### config.mk
export PLATFORM = sky130hd
export DESIGN_NAME = uart_sim_transmitter
export DESIGN_NICKNAME = d
export VERILOG_FILES = /design/src/rtl/uart_sim_pkg.sv /design/src/rtl/uart_sim_fifo.sv /design/src/rtl/uart_sim_transmitter.sv
export SDC_FILE = /design/constraint.sdc
export NUM_CORES = 1
export LEC_CHECK = 0
export BUFFER_PORTS_ARGS = -buffer_cell sky130_fd_sc_hd__buf_2
export CAP_MARGIN = 10
export CORE_UTILIZATION = 58
export DETAILED_ROUTE_END_ITERATION = 16
export PLACE_DENSITY_LB_ADDON = 0.1
export SYNTH_ARGS = -nofsm -noshare
export SYNTH_HDL_FRONTEND = slang
export SYNTH_SLANG_ARGS = --single-unit
### constraint.sdc
create_clock -name clk_i -period 2.15 [get_ports clk_i]
set_input_delay 0.43 -clock clk_i [delete_from_list [all_inputs] [get_ports clk_i]]
set_output_delay 0.43 -clock clk_i [all_outputs]
set_load 0.05 [all_outputs]
### src/rtl/uart_sim_pkg.sv
// uart_sim_pkg: FSM encoding, data width and bit-period helper shared by the UART sim blocks
package uart_sim_pkg;
  typedef enum logic [1:0] {IDLE, START, DATA, STOP} state_t;
  localparam int DATA_BITS = 8;
  function automatic int calc_div(input int clock_freq, input int baud_rate);
    int d;
    d = clock_freq / baud_rate;
    return (d < 1) ? 1 : d;
  endfunction
endpackage

### src/rtl/uart_sim_fifo.sv
// uart_sim_fifo: byte queue with wrap-bit pointers decoding full/empty
module uart_sim_fifo
  import uart_sim_pkg::*;
#(
  parameter int FIFO_DEPTH = 4
) (
  input  logic                 clk_i,
  input  logic                 rst_i,
  input  logic                 push_i,
  input  logic                 pop_i,
  input  logic [DATA_BITS-1:0] data_i,
  output logic [DATA_BITS-1:0] data_o,
  output logic                 full_o,
  output logic                 empty_o
);
  localparam int AW = $clog2(FIFO_DEPTH);
  localparam logic [AW:0] PTR_ONE = (AW + 1)'(1);
  logic [AW:0] wr_q, wr_d, rd_q, rd_d;
  logic [DATA_BITS-1:0] mem_q [FIFO_DEPTH];
  logic do_push, do_pop;
  assign full_o  = (wr_q[AW] != rd_q[AW]) && (wr_q[AW-1:0] == rd_q[AW-1:0]);
  assign empty_o = wr_q == rd_q;
  assign do_push = push_i && !full_o;
  assign do_pop  = pop_i && !empty_o;
  assign data_o  = mem_q[rd_q[AW-1:0]];
  // advance each pointer only on an accepted transfer; wrap is implicit
  always_comb begin
    wr_d = do_push ? wr_q + PTR_ONE : wr_q;
    rd_d = do_pop ? rd_q + PTR_ONE : rd_q;
  end
  // pointer registers, cleared asynchronously to an empty queue
  always_ff @(posedge clk_i or posedge rst_i) begin
    if (rst_i) begin
      wr_q <= '0;
      rd_q <= '0;
    end else begin
      wr_q <= wr_d;
      rd_q <= rd_d;
    end
  end
  // storage needs no reset: the pointers define which entries are valid
  always_ff @(posedge clk_i) begin
    if (do_push) mem_q[wr_q[AW-1:0]] <= data_i;
  end
endmodule

### src/rtl/uart_sim_transmitter.sv
// uart_sim_transmitter: queued 8N1 serial transmitter with registered line output
module uart_sim_transmitter
  import uart_sim_pkg::*;
#(
  parameter int CLOCK_FREQ = 100000000,
  parameter int BAUD_RATE  = 19200,
  parameter int FIFO_DEPTH = 4
) (
  input  logic                 clk_i,
  input  logic                 rst_i,
  input  logic [DATA_BITS-1:0] data_i,
  input  logic                 valid_i,
  output logic                 ready_o,
  output logic                 txd_o,
  output logic                 busy_o
);
  localparam int DIV = calc_div(CLOCK_FREQ, BAUD_RATE);
  localparam int CW = (DIV > 1) ? $clog2(DIV) : 1;
  localparam int BW = $clog2(DATA_BITS);
  localparam logic [CW-1:0] CNT_MAX = CW'(DIV - 1);
  localparam logic [BW-1:0] BIT_MAX = BW'(DATA_BITS - 1);
  state_t state_q, state_d;
  logic [CW-1:0] cnt_q, cnt_d;
  logic [BW-1:0] bit_q, bit_d;
  logic [DATA_BITS-1:0] sh_q, sh_d, fifo_data;
  logic txd_q, txd_d;
  logic pop, full, empty, tc;
  uart_sim_fifo #(.FIFO_DEPTH(FIFO_DEPTH)) u_fifo (
    .clk_i  (clk_i),
    .rst_i  (rst_i),
    .push_i (valid_i),
    .pop_i  (pop),
    .data_i (data_i),
    .data_o (fifo_data),
    .full_o (full),
    .empty_o(empty)
  );
  assign ready_o = !full;
  assign busy_o  = (state_q != IDLE) || !empty;
  assign txd_o   = txd_q;
  assign tc      = cnt_q == CNT_MAX;
  // frame sequencing: baud counter runs outside IDLE, bits advance on terminal count
  always_comb begin
    state_d = state_q;
    cnt_d   = '0;
    bit_d   = bit_q;
    sh_d    = sh_q;
    pop     = 1'b0;
    if (state_q != IDLE) cnt_d = tc ? '0 : cnt_q + CW'(1);
    case (state_q)
      IDLE: if (!empty) begin
        pop     = 1'b1;
        sh_d    = fifo_data;
        bit_d   = '0;
        state_d = START;
      end
      START: if (tc) state_d = DATA;
      DATA: if (tc) begin
        sh_d    = sh_q >> 1;
        bit_d   = bit_q + BW'(1);
        state_d = (bit_q == BIT_MAX) ? STOP : DATA;
      end
      STOP: if (tc) state_d = IDLE;
    endcase
    txd_d = (state_q == START) ? 1'b0 : (state_q == DATA) ? sh_q[0] : 1'b1;
  end
  // state and datapath registers; reset aborts any frame and idles the line
  always_ff @(posedge clk_i or posedge rst_i) begin
    if (rst_i) begin
      state_q <= IDLE;
      cnt_q   <= '0;
      bit_q   <= '0;
      sh_q    <= '0;
      txd_q   <= 1'b1;
    end else begin
      state_q <= state_d;
      cnt_q   <= cnt_d;
      bit_q   <= bit_d;
      sh_q    <= sh_d;
      txd_q   <= txd_d;
    end
  end
endmodule

Word level (Yosys, flattened, before mapping)
Memory sizes are Yosys's and may differ from the RTL's. Cells that the tools add are included.

Register bits after elaboration: 33. Memory bits (writable): 32. Bits of input ports: 11. Output and inout bits: 3. Logic and storage cells: 55. Memories: 1.

Memory list: u_fifo.mem_q (words 4, bits a word 8, rd ports 1, clocked after Yosys merged registers in 0, wr ports 1, line uart_sim_fifo.sv:19) `logic [DATA_BITS-1:0] mem_q [FIFO_DEPTH];`.

Add/subtract/negate cells: 4. Equal/unequal tests: 12. Multiplexer cells: 20. Reductions and logical operators: 11.

Operator list (count): 2-to-1 mux 13 bit (2); 2-to-1 mux 8 bit (2); one-hot mux 8 bit (2 select lines) (1); adder 13 x 1 -> 13 bit (second input constant) (1); equality test 13 bit (second input constant) (1); adder 3 x 1 -> 3 bit (second input constant) (3); 2-to-1 mux 2 bit (4); != test 2 bit (second input constant) (4); one-hot mux 2 bit (4 select lines) (1); 2-to-1 mux 1 bit (7); 2-to-1 mux 3 bit (2); one-hot mux 3 bit (2 select lines) (1); equality test 2 bit (second input constant) (2); AND reduction 4 bit (1); nonzero test 2 bit (2); equality test 3 bit (1); equality test 3 bit (second input constant) (1); logical AND 1 bit (3); AND reduction 3 bit (1); equality test 2 x 1 -> 1 bit (second input constant) (1); equality test 2 bit (1); logical NOT 1 bit (2); logical NOT 2 bit (1); logical OR 1 bit (1); != test 1 bit (1).

Longest topological paths before layout
Gate-level depths: netlist of run 1.

Depth in word-level cells: 6. Gate-level depth with buffers: 7.

Modules after synthesis
From an unflattened synthesis of run 1, not the netlist that was laid out.

Cell total of the unflattened synthesis: 219. Area total of the unflattened synthesis: 3108.0 µm².

By module, submodules not included: uart_sim_fifo (instances 1, cells each 91, area each 1679.1 µm²); uart_sim_transmitter (instances 1, cells each 128, area each 1428.9 µm²).

Worst setup path before layout of run 1
No wires, ideal clock.

Path type: register to register. Start point: register state_q[0]. End point: register state_q[1]. Library setup time: 0.125 ns. Data arrival time: 1.923 ns. Path slack: 0.102 ns. Cell stages (with the launch flop): 6. Clock period less this slack: 2.048 ns. Path through: dfrtp_1 > inv_1 > ha_1 > nand4_1 > a21boi_0 > mux2_2.

Longest elaborated chain between the ends: 3.

Ends and longest elaborated chain: start, declared (line uart_sim_transmitter.sv:22) `state_t state_q, state_d;`; start signal, assigned (line uart_sim_transmitter.sv:76) `state_q <= state_d;`; equality test 2 bit (tied with other cells) (line uart_sim_transmitter.sv:50) `case (state_q)`; != test 2 bit (no line); AND reduction 4 bit (no line).

Parallel ways exist; a longest one is shown, timed or not. A chain may end at the register's enable or synchronous reset.

Worst setup path after layout of run 1
Start point: register state_q[0]. End point: output busy_o.

Longest elaborated chain between the ends: 2.

Ends and longest elaborated chain: nonzero test 2 bit (line uart_sim_transmitter.sv:39) `assign busy_o = (state_q != IDLE) || !empty;`; logical OR 1 bit (line uart_sim_transmitter.sv:39); end, declared (line uart_sim_transmitter.sv:15) `output logic busy_o`.

No other way between the ends.

==> results.md, run 1 <==
* Status: finished, final reports clean
* Final Setup Violations at 0
* Tcrit/Tclk final at 95.5%
* Area Growth Syn to Fin at 13.4%
* Synth cell types at 35
* Sequential Power Share at 37.3%
* Yosys reg bits at 65
* Synth top area share at 32.0%
* Final wirelength at 4760 um
* PwrDens at 1480 nW/um^2
* Die extent in x at 74 um
* Cells after synthesis at 201
* Max stage delay cell, worst path: dfrtp_1
* Logic pwr share at 42.9%
* Dpl cell area at 3190 sq um
* Drc violations at 0
* Post-Syn Area per Cell at 15.0 sq um
* CTS max path bufs at 2
* Vias at 1596
* VDD IR max at 1.03 mV
* Fin. Hold Viols at 0
* Clock slew seen by the registers of the worst setup and hold paths at 70 ps
* CP Max Fanout at 5
* Antenna Cells at 0
* Gr busiest metal: met2
* Main synth FF type: edfxtp_1
* Grt total ovfl at 0
* Antenna-violating nets left at 0
* Initial DRC count at 74
* Max_slew headroom at 67.8%
* CP max stage delay at 400 ps
* Pins Over Slew Limit at 0
* Die Y at 74 um
* Max-cap violations at 0
* CP Data Arrival Time at 1620 ps
* Number of global-route vias before repair at 1637
* Post-synth net total at 225
* CTS root buf: clkbuf_8
* Max H-tree Level at 3
* Met3 usage at 4.88%
* Worst-Skew Late Latency at 330 ps
* CTS tree: yes
* Sw Pwr at 0.00169 W
* Wire per inst at 15.9 um
* Largest net degree at the start of global routing at 34
* Die area at 5480 sq um
* Worst setup EP type: output port
* RSZ-0062 raised after global routing: false
* Sw Share at 33.5%
* Hold WS at 165 ps
* Reg area at 1790 sq um
* Core Region at 4850 sq um
* Layout cells sized above 1 at 28.8%
* Clk pwr share at 19.8%
* Post-Syn Area at 3010 sq um
* Initial antenna violation count at 0
* Synth warn at 0
* Critical setup path kind: reg -> out
* Global routing usage on met2 at 30.7%
* F_max at 487 MHz
* Port buffer count at 13
* Multi-input gate area in the final layout at 1130 sq um
* Fin nets at 252
* Rows at 25
* Worst setup SP type: flop
* Tmin final at 2050 ps
* Final Skew at 6.07 ps
* CTS buffer count at 9
* Post-synth top area cell: edfxtp_1
* Dpl hpwl at 3220 um
* Fill cells at 335
* Clk sink count at 65
* Pre-antenna DRT Iters at 4
* Via/cell ratio at 5.32
* Global-route wire length before repair at 7700 um
* Total track usage at 20.1%
* Crit-path cells: inv_1, ha_4, buf_4, nand4_1, buf_6
* Synth top area cells: edfxtp_1, dfrtp_1, ha_1
* Worst Tran Pin Value at 484 ps
* Internal Power at 0.00336 W
* EDFF count, synth at 32
* P_leak at 1.43 nW
* Sequential-to-total area share from yosys stat at 59.5%
* Met1 GRT Util at 26.5%
* Fraction of registers with async set/reset at 50.8%
* Commonest cells post-synth: dfrtp_1, edfxtp_1, nor2_1, ha_1, xor2_1
* IO Pins at 14
* Starting Density at 62.0%
* Worst Hold Class: in -> async
* Placer congestion estimate at 0.847
* CP required at 1720 ps
* Setup TNS at 0 ps
* Finished Cell Area at 3410 sq um
[cell families (layout without fill, tap and decap cells)]
kind of cell | Yosys count | in the layout | share of synthesized area (%)
simple gates | 50 | 50 | 9.07
xor+xnor | 19 | 19 | 6.03
fa+ha+maj | 13 | 13 | 5.41
compound gates | 6 | 6 | 1.83
buf+inv | 19 | 51 | 3.29
flops | 65 | 65 | 59.5
mux | 29 | 29 | 14.9
[power groups by stage]
| stage | Sequential (W) | Combinational [W] | Clock, W |
|---|---|---|---|
| final | 0.00189 | 0.00217 | 0.00100 |
| after global routing | 0.00193 | 0.00237 | 0.00107 |
| after CTS | 0.00189 | 0.00215 | 0.00102 |
| after detailed placement | 0.00191 | 0.00213 | 0 |
| after global placement | 0.00189 | 0.00205 | 0 |
| after floorplan | 0.00188 | 0.00169 | 0 |
[final timing paths]
check                                  startpoint                            to  slack, ps  cells past startpoint
hold / removal                              rst_i          bit_q[1]$_DFFE_PP0P_        170                      3
max in group asynchronous                   rst_i               txd_o$_DFF_PP1_       1650                      3
setup / recovery           state_q[0]$_DFFE_PP0P_                        busy_o        100                      5
hold reg to reg                cnt_q[0]$_DFF_PP0_            cnt_q[0]$_DFF_PP0_        470                      1
min in group clk_i                      data_i[4]  u_fifo.mem_q[3][4]$_DFFE_PP_        310                      1
setup reg to reg               cnt_q[3]$_DFF_PP0_           sh_q[6]$_DFFE_PP0P_        170                      5
[metal layers]
metal / share of wire, % / vias to the layer above
met5: 0 / -
met3: 3.4 / 10
met4: 2.1 / 0
li1: - / 778
met2: 48 / 35
met1: 46 / 773
[metrics by stage]
stage          setup WS (ps)  total power [W]  cells  util [%]
2_1_floorplan            102          0.00357    201         -
3_3_place_gp             198          0.00393    283      65.8
3_5_place_dp             165          0.00404    283      65.8
4_1_cts                 27.8          0.00506    299      69.9
5_1_grt                 26.1          0.00536    300      70.3
6_report                96.6          0.00505    300      70.3
[state kept, by name, summed over array words and instances, names as in the netlist]
signal,cells
bit_q,3
txd_o,1
u_fifo.wr_q,3
u_fifo.rd_q,3
cnt_q,13
u_fifo.mem_q,32
sh_q,8
state_q,2
[worst max-delay path: cells and delay by family (launching register included)]
family / cells / cell delay, ps
adder cells (fa/ha/maj): 1 / 190
flip-flops: 1 / 400
AND/OR/NAND/NOR: 1 / 170
buffers and inverters: 3 / 530
[cell type report]
type | instances | area share, %
Tap cell | 67 | 2.46
Clock inverter | 7 | 2.09
Clock buffer | 9 | 3.63
Timing Repair Buffer | 25 | 5.10
Inverter | 10 | 1.10
Multi-Input combinational cell | 117 | 33.2
Sequential cell | 65 | 52.4
[timing repair]
item / CTS / global route
pin swaps: 0 / 0
cloned: 0 / 0
buffers inserted: 0 / 1
hold buffers: 0 / 0
endpoints found under the setup margin: 1 / 1
gates resized for setup: 2 / 2
[cells in the final DEF (no fill, tap or decap), types with 2 or more instances in the layout]
cell         n
buf_4       11
nand4_1      7
and3_1       2
mux2_4       7
nor2_1      14
and2_1       6
nand3_1      5
edfxtp_1    32
mux4_1       3
nand2_1      6
dfrtp_1     32
mux2i_1      5
a21oi_1      2
buf_2       12
inv_1       10
clkinvlp_4   2
nor2b_1      3
mux2_2       9
ha_1        12
xor2_1      11
mux4_2       5
clkbuf_8     9
xnor2_1      6
clkinv_4     2
and4_1       2
xnor2_2      2
Note: power is estimated with default switching activity, not from simulation.
==> run 2: changes to the inputs <==
--- a/config.mk
+++ b/config.mk
@@ -7,7 +7,7 @@
 export LEC_CHECK = 0
 export BUFFER_PORTS_ARGS = -buffer_cell sky130_fd_sc_hd__buf_2
 export CAP_MARGIN = 10
-export CORE_UTILIZATION = 58
+export CORE_UTILIZATION = 55
 export DETAILED_ROUTE_END_ITERATION = 16
 export PLACE_DENSITY_LB_ADDON = 0.1
 export SYNTH_ARGS = -nofsm -noshare
==> constraint.sdc (replaced) <==
create_clock -name clk_i -period 1.7 [get_ports clk_i]
set_input_delay 0.34 -clock clk_i [delete_from_list [all_inputs] [get_ports clk_i]]
set_output_delay 0.34 -clock clk_i [all_outputs]
set_load 0.05 [all_outputs]
==> run 2 against run 1 <==
Effect of this change:
- the run now ends with negative setup slack left
- largest cell class unchanged
- hold slack got worse by 91 ps
- highest routed layer unchanged
- final cell count rose by 12%
- sequential power rose by 26%
==> results.md, run 2 (synthesized netlist as in run 1, its figures left out) <==
* Core Region at 5170 sq um (+6.7%)
* Clk pwr share at 17.4% (-2.4 points)
* Dpl cell area at 3410 sq um (+7.0%)
* Critical path buffers and inverters at 1 (-2)
* CP required at 1920 ps (+200 ps)
* Cts hold-fix bufs at 0 (unchanged)
* CP Max Fanout at 10 (+5)
* Die extent in x at 75.9 um (+2.6%)
* Worst setup EP type: flop
* Starting Density at 58.1% (-3.9 points)
* CP Data Arrival Time at 2090 ps (+470 ps)
* Finished Cell Area at 3850 sq um (+13%)
* Worst-Skew Late Latency at 340 ps (about the same)
* F_max at 537 MHz
* Clk sink count at 65 (unchanged)
* Rows at 26 (+4.0%)
* Clock slew seen by the registers of the worst setup and hold paths at 70 ps (about the same)
* CTS root buf: clkbuf_8
* Die area at 5770 sq um (+5.3%)
* Sw Pwr at 0.00247 W (+46%)
* Fin. Hold Viols at 0 (unchanged)
* Dpl hpwl at 3520 um (+9.2%)
* Tmin final at 1860 ps
* Wire per inst at 15.9 um (about the same)
* Crit-path cells: nor4bb_2, nand4_1, a221oi_4, buf_12, mux2_4
* Vias at 1760 (+10%)
* Sequential Power Share at 31.8% (-5.5 points)
* Sw Share at 33.0% (-0.50 points)
* Initial antenna violation count at 0 (unchanged)
* Worst Tran Pin Value at 416 ps (-67.9 ps)
* Number of global-route vias before repair at 1880 (+15%)
* Drc violations at 0 (unchanged)
* Via/cell ratio at 5.24 (-1.5%)
* CTS max path bufs at 2 (unchanged)
* Area Growth Syn to Fin at 28.1%
* Die Y at 75.9 um (+2.6%)
* Global-route wire length before repair at 8690 um (+13%)
* Most frequent cells in the layout: buf_4, dfrtp_1, edfxtp_1, nor2_1, buf_2
* Crit-path leading delay family: simple AND/OR/NAND/NOR gates
* Max stage delay cell, worst path: dfrtp_1
* Max reg flops at 32 (unchanged)
* Tcrit/Tclk final at 110%
* Pins Over Slew Limit at 0 (unchanged)
* Largest net degree at the start of global routing at 34 (unchanged)
* Initial DRC count at 111 (+50%)
* Fin nets at 285 (+13%)
* Final Setup Violations at 47 (+47)
* VDD IR max at 1.21 mV (+17%)
* Worst setup margin at -162 ps (-259 ps)
* Max_slew headroom at 72.3% (+4.5 points)
* P_leak at 1.65 nW (+16%)
* Status: complete, but fails checks
* Port buffer count at 13 (unchanged)
* Pre-antenna DRT Iters at 4 (unchanged)
* Antenna-violating nets left at 0 (unchanged)
* Worst setup SP type: flop
* Final Skew at 8.03 ps (+1.96 ps)
* RSZ-0062 raised after global routing: true
* Final wirelength at 5330 um (+12%)
* IO Pins at 14 (unchanged)
* CTS tree: yes
* Fill cells at 309 (-7.8%)
* Failing checks: negative setup slack
* Max-cap violations at 0 (unchanged)
* PwrDens at 1940 nW/um^2 (+31%)
* Pre-CTS setup slack at -175 ps (-340 ps)
* CP max stage delay at 400 ps (about the same)
* Total track usage at 20.5% (+0.41 points)
* Max H-tree Level at 3 (unchanged)
* Worst Hold Class: in -> async
* Critical setup path kind: reg -> reg
* Logic pwr share at 50.8% (+7.9 points)
* Internal Power at 0.00501 W (+49%)
* Antenna Cells at 0 (unchanged)
* CTS buffer count at 9 (unchanged)
* Grt total ovfl at 0 (unchanged)
* Commonest non-fill, non-tap cell in the layout: buf_4
* Layout cells sized above 1 at 44.0% (+15 points)
* Placer congestion estimate at 0.727 (-14%)
==> run 2: through the flow <==
| stage | TNS [ps] | total power (W) | util [%] | hold WS, ps | std cells |
|---|---|---|---|---|---|
| 3_5_place_dp | -6520 | 0.00559 | 66.0 | 454 | 307 |
| 6_report | -2380 | 0.00748 | 74.5 | 74.2 | 336 |
| 3_3_place_gp | -3320 | 0.00542 | 66.0 | 444 | 307 |
| 2_1_floorplan | -2300 | 0.00467 | - | 427 | 201 |
| 4_1_cts | -1330 | 0.00732 | 72.9 | 75.9 | 332 |
| 5_1_grt | -4800 | 0.00790 | 74.5 | 94.7 | 336 |
==> run 2: routing by layer <==
| layer | GRT usage [%] | wire, um |
|---|---|---|
| met3 | 7.95 | 271 |
| met5 | 0 | 0 |
| met4 | 10.4 | 110 |
| met2 | 33.5 | 2770 |
| met1 | 23.5 | 2180 |
==> run 2: tightest hold or removal path: stages <==
cell   delay, ps
buf_2        100
inv_1         40
buf_4        370
==> run 2: layout make-up <==
cell class | count | area, sq um | area share [%]
tap | 70 | 87.6 | 2.27
clock buffer | 9 | 124 | 3.22
sequential | 65 | 1790 | 46.4
multi-input combinational | 117 | 1260 | 32.7
timing repair buffer | 58 | 477 | 12.4
inverter | 10 | 37.5 | 0.975
clock inverter | 7 | 77.6 | 2.01
==> run 2: power by group through the flow <==
stage                     registers (W)  clock network, W  logic, W
after floorplan                 0.00240                 0   0.00227
after global placement          0.00237                 0   0.00305
after detailed placement        0.00240                 0   0.00319
after CTS                       0.00238           0.00133   0.00362
after global routing            0.00243           0.00139   0.00407
final                           0.00238           0.00130   0.00380
==> run 2: what timing repair did <==
| action | 4_1_cts | 5_1_grt |
|---|---|---|
| cloned | 0 | 1 |
| setup endpoints to repair | 48 | 48 |
| pin swaps | 6 | 4 |
| buffers inserted | 9 | 4 |
| resized for setup | 23 | 7 |
| endpoints found under the hold margin | 0 | 0 |
==> run 2: path summary, 6_finish.rpt <==
| check | startpoint | to | slack (ps) | cells past startpoint |
|---|---|---|---|---|
| min in group clk_i | data_i[3] | u_fifo.mem_q[0][3]$_DFFE_PP_ | 210 | 1 |
| max in group asynchronous | rst_i | txd_o$_DFF_PP1_ | 1290 | 3 |
| worst max-delay path | cnt_q[6]$_DFF_PP0_ | sh_q[1]$_DFFE_PP0P_ | -160 | 5 |
| worst max register to register | cnt_q[6]$_DFF_PP0_ | sh_q[1]$_DFFE_PP0P_ | -160 | 5 |
| worst min register to register | sh_q[0]$_DFFE_PP0P_ | txd_o$_DFF_PP1_ | 510 | 2 |
| worst min-delay path | rst_i | state_q[0]$_DFFE_PP0P_ | 70 | 3 |
